## config.mk

```make
export PLATFORM = sky130hd
export DESIGN_NAME = fifo_wr_arb
export DESIGN_NICKNAME = d
export VERILOG_FILES = /design/src/rtl/fifo_wr_arb.sv
export SDC_FILE = /design/constraint.sdc
export NUM_CORES = 1
export LEC_CHECK = 0
export ABC_AREA = 0
export CAP_MARGIN = 20
export CORE_MARGIN = 2
export CORE_UTILIZATION = 37
export DETAILED_ROUTE_END_ITERATION = 12
export PLACE_DENSITY = 0.8
export SLEW_MARGIN = 20
export SYNTH_ARGS = -nofsm -noshare
export SYNTH_HDL_FRONTEND = slang
export SYNTH_SLANG_ARGS = --single-unit
```

## constraint.sdc

```tcl
create_clock -name CLK -period 1.7 [get_ports CLK]
set_input_delay 0.17 -clock CLK [delete_from_list [all_inputs] [get_ports CLK]]
set_output_delay 0.17 -clock CLK [all_outputs]
set_load 0.02 [all_outputs]
```

## src/rtl/fifo_wr_arb.sv

```systemverilog
// Round-robin arbiter that shares one FIFO write port among NUM_REQ requesters,
// granting each owner up to MAX_BURST beats before moving on.
module fifo_wr_arb #(
  parameter int NUM_REQ    = 4,
  parameter int DATA_WIDTH = 8,
  parameter int MAX_BURST  = 4,
  localparam int GW = (NUM_REQ > 1) ? $clog2(NUM_REQ) : 1,
  localparam int BW = $clog2(MAX_BURST + 1)
) (
  input  logic                          CLK,
  input  logic                          RST,
  input  logic [NUM_REQ-1:0]            req_valid,
  input  logic [NUM_REQ*DATA_WIDTH-1:0] req_data,
  output logic [NUM_REQ-1:0]            req_ready,
  input  logic                          wfull,
  output logic                          winc,
  output logic [DATA_WIDTH-1:0]         wdata,
  output logic [GW-1:0]                 grant_id,
  output logic                          busy
);

  typedef enum logic [0:0] {IDLE = 1'b0, GRANT = 1'b1} state_t;

  state_t        state_q, state_d;
  logic [GW-1:0] rr_ptr_q, rr_ptr_d;
  logic [GW-1:0] grant_id_q, grant_id_d;
  logic [BW-1:0] beat_cnt_q, beat_cnt_d;

  logic          found_s;
  logic [GW-1:0] sel_s;
  logic [GW-1:0] next_ptr_s;
  logic          owner_valid_s;
  logic          ready_s;
  logic          xfer_s;

  // State, pointer and beat-counter registers with synchronous reset
  always_ff @(posedge CLK) begin
    if (RST) begin
      state_q    <= IDLE;
      rr_ptr_q   <= '0;
      grant_id_q <= '0;
      beat_cnt_q <= '0;
    end else begin
      state_q    <= state_d;
      rr_ptr_q   <= rr_ptr_d;
      grant_id_q <= grant_id_d;
      beat_cnt_q <= beat_cnt_d;
    end
  end

  // Next-state logic: arbitration in IDLE, burst accounting in GRANT
  always_comb begin
    state_d       = state_q;
    rr_ptr_d      = rr_ptr_q;
    grant_id_d    = grant_id_q;
    beat_cnt_d    = beat_cnt_q;
    found_s       = 1'b0;
    sel_s         = rr_ptr_q;
    owner_valid_s = req_valid[grant_id_q];
    ready_s       = (state_q == GRANT) & ~wfull & ~RST;
    xfer_s        = owner_valid_s & ready_s;
    next_ptr_s    = (grant_id_q == GW'(NUM_REQ - 1)) ? GW'(0) : grant_id_q + GW'(1);

    // Scan downward so the requester closest to rr_ptr is the last writer and wins
    for (int k = NUM_REQ - 1; k >= 0; k--) begin
      sel_s   = req_valid[GW'((int'(rr_ptr_q) + k) % NUM_REQ)] ?
                GW'((int'(rr_ptr_q) + k) % NUM_REQ) : sel_s;
      found_s = found_s | req_valid[GW'((int'(rr_ptr_q) + k) % NUM_REQ)];
    end

    case (state_q)
      IDLE: begin
        if (found_s) begin
          state_d    = GRANT;
          grant_id_d = sel_s;
          beat_cnt_d = '0;
        end else begin
          state_d = IDLE;
        end
      end
      GRANT: begin
        if (!owner_valid_s) begin
          state_d  = IDLE;
          rr_ptr_d = next_ptr_s;
        end else if (xfer_s) begin
          beat_cnt_d = beat_cnt_q + BW'(1);
          if (beat_cnt_q == BW'(MAX_BURST - 1)) begin
            state_d  = IDLE;
            rr_ptr_d = next_ptr_s;
          end else begin
            state_d = GRANT;
          end
        end else begin
          state_d = GRANT;
        end
      end
      default: begin
        state_d = IDLE;
      end
    endcase
  end

  // Write-port outputs are combinational so a beat moves in the cycle it is accepted
  always_comb begin
    req_ready             = '0;
    req_ready[grant_id_q] = ready_s;
    winc                  = xfer_s;
    wdata                 = xfer_s ? req_data[grant_id_q*DATA_WIDTH +: DATA_WIDTH] : '0;
    grant_id              = grant_id_q;
    busy                  = (state_q == GRANT);
  end

endmodule

```

==> results.json <==
{
  "status": "complete, but fails checks",
  "violations": "setup timing",
  "fin_tns_setup_ns": -0.909,
  "ys.flop_type": "dfxtp_1",
  "power_density_nw_per_um2": 460,
  "utilization_pct": 76.9,
  "wl_um": 3260,
  "io_buffers": 54,
  "vdd_ir_drop_max_uv": 432,
  "numCtsBuffers": 3,
  "rows": 17,
  "start_util_pct": 39.7,
  "wl_per_cell_um": 17.3,
  "n_antenna_cell": 0,
  "finalNetCount": 208,
  "antenna_found_initial": 0,
  "first_pass_iters": 4,
  "finalMaxSlewViolations": 0,
  "avgViaCountPerCell": 5.39,
  "max_cap_viol_count": 0,
  "rsz0062_at_grt": "yes",
  "ctsHoldBuffers": 0,
  "ios": 55,
  "multi_input_area_um2": 741,
  "setup_viol": 9,
  "cts_num_sinks": 8,
  "crit_arrival_ns": 1.69,
  "place_inst": 179,
  "cts-root-buf": "clkbuf_4",
  "endpoint_kind": "primary output",
  "finalWorstSetupSlack_ns": -0.157,
  "die_w_um": 53.2,
  "drive_gt1_share_pct": 42.2,
  "post-route-period-util_pct": 109,
  "die_y_um": 53.2,
  "hold_violations": 0,
  "max_freq_mhz": 538,
  "synth_edf_count": 0,
  "drt_iter0_drc": 7,
  "nFillCells": 167,
  "clk_pin_slew_ns": 0.05,
  "startpoint_type": "flop",
  "finClkSkew_ns": 0.00776,
  "synthToLayoutAreaGrowth_pct": 93.7,
  "gr-usage-all-layers_pct": 20.9,
  "grt_overflow": 0,
  "postSynthRegisterBits": 8,
  "worstPathMaxFanout": 6,
  "worstPathRequired_ns": 1.53,
  "postSynth.asyncResetShare_pct": 0,
  "yosysSeqAreaShare_pct": 17.9,
  "hold_path_class": "reg2reg",
  "dieArea_um2": 2830,
  "htreeDepth": 1,
  "gp_congestion": 0.799,
  "antenna_left": 0,
  "grt_first_pass_wirelength_um": 4300,
  "fin_cells": 189,
  "syn-num-nets": 128,
  "layout_min_cycle_time_ns": 1.86,
  "vias": 1019,
  "final_common_cell": "clkdlybuf4s50_1",
  "syn-cell-area_um2": 895,
  "mostFrequentLayoutCells": "41 x clkdlybuf4s50_1, 18 x buf_4, 14 x buf_6, 9 x mux4_2",
  "synth.distinct_cells": 33,
  "tritoncts": "yes",
  "core-area_um2": 2250,
  "dpl.hpwl_um": 2230,
  "yosys_warnings": 0,
  "grt_pass1_vias": 989,
  "syn_area_per_cell_um2": 10.8,
  "worst_pin_slew_ns": 0.294,
  "slew_headroom_pct": 80.2,
  "clk_latency_ns": 0.26,
  "grt_start_max_net_pins": 15,
  "p_leak_uw": 0.000718,
  "drc": 0,
  "p_total_uw": 796,
  "clockBufferDepth": 2,
  "path_class": "reg2out",
  "syn-instance-count": 83,
  "seq_area_um2": 165,
  "dp_slack_ns": -0.441
}
[logic make-up after synthesis]
logic type / after synthesis / share of synthesized area, %
AOI/OAI and AO/OA: 13 / 13.8
adders and majority gates: 6 / 8.39
buffers and inverters: 9 / 4.34
DFF: 8 / 17.9
muxes: 13 / 28.1
and+or+nand+nor: 34 / 27.4
[report_power, final]
part           internal, uW  total [uW]  switching [uW]
registers               201         218            17.1
logic                   267         430             164
clock network          80.9         148            67.0
[layer usage]
| layer | global-route usage, % | vias to the layer above | wire, um |
|---|---|---|---|
| met5 | 0 | - | 0 |
| met2 | 39.0 | 52 | 1550 |
| met4 | 7.69 | 0 | 51 |
| met1 | 22.4 | 478 | 1390 |
| met3 | 5.37 | 7 | 267 |
| li1 | - | 482 | - |
[cells in the mapped netlist (2+ instances only)]
cell / n / area, um2
dfxtp_1: 8 / 160
and3_2: 8 / 60.1
nor2b_1: 4 / 25.0
inv_1: 5 / 18.8
ha_1: 6 / 75.1
o21ai_0: 3 / 15.0
nand4b_1: 2 / 17.5
nor3_1: 3 / 15.0
a21oi_1: 3 / 15.0
nand2_1: 3 / 11.3
nand2b_1: 3 / 18.8
mux4_2: 8 / 180
and2_1: 4 / 25.0
clkbuf_1: 2 / 7.51
mux2i_1: 3 / 30.0
[what timing repair did]
item / 4_1_cts / 5_1_grt
setup endpoints to repair: 13 / 13
setup buffers: 4 / 3
pin swaps: 1 / 4
cloned: 1 / 0
gates resized for setup: 56 / 26
[sequential cells by signal, indices dropped and copies added, names as in the netlist]
signal,count
beat_cnt_q,3
busy,1
grant_id,2
rr_ptr_q,2
[stage by stage]
step / cell area (um2) / hold slack (ns)
final: 1730 / 0.488
after global placement: 1600 / 0.471
after floorplan: 896 / 0.389
after global routing: 1730 / 0.500
after detailed placement: 1600 / 0.487
after CTS: 1670 / 0.494
[path summary, 6_finish.rpt]
check / from / to / slack (ns) / cells past startpoint
min reg2reg: beat_cnt_q[1] / beat_cnt_q[1] / 0.49 / 2
max: grant_id[0] / wdata[2] / -0.16 / 5
max reg2reg: grant_id[0] / beat_cnt_q[1] / 0.13 / 6
min: beat_cnt_q[1] / beat_cnt_q[1] / 0.49 / 2
[final cells by class]
type | count | area share [%]
multi-input combinational | 67 | 42.7
sequential | 8 | 9.53
clock buffer | 3 | 1.30
tap | 28 | 2.02
timing repair buffer | 78 | 43.2
inverter | 5 | 1.23
[critical path: stages (launching register included)]
cell	delay, ns
dfxtp_4	0.39
buf_6	0.14
buf_6	0.10
mux4_2	0.51
and3_4	0.17
buf_6	0.12
Power figures use the tool's default switching activity.
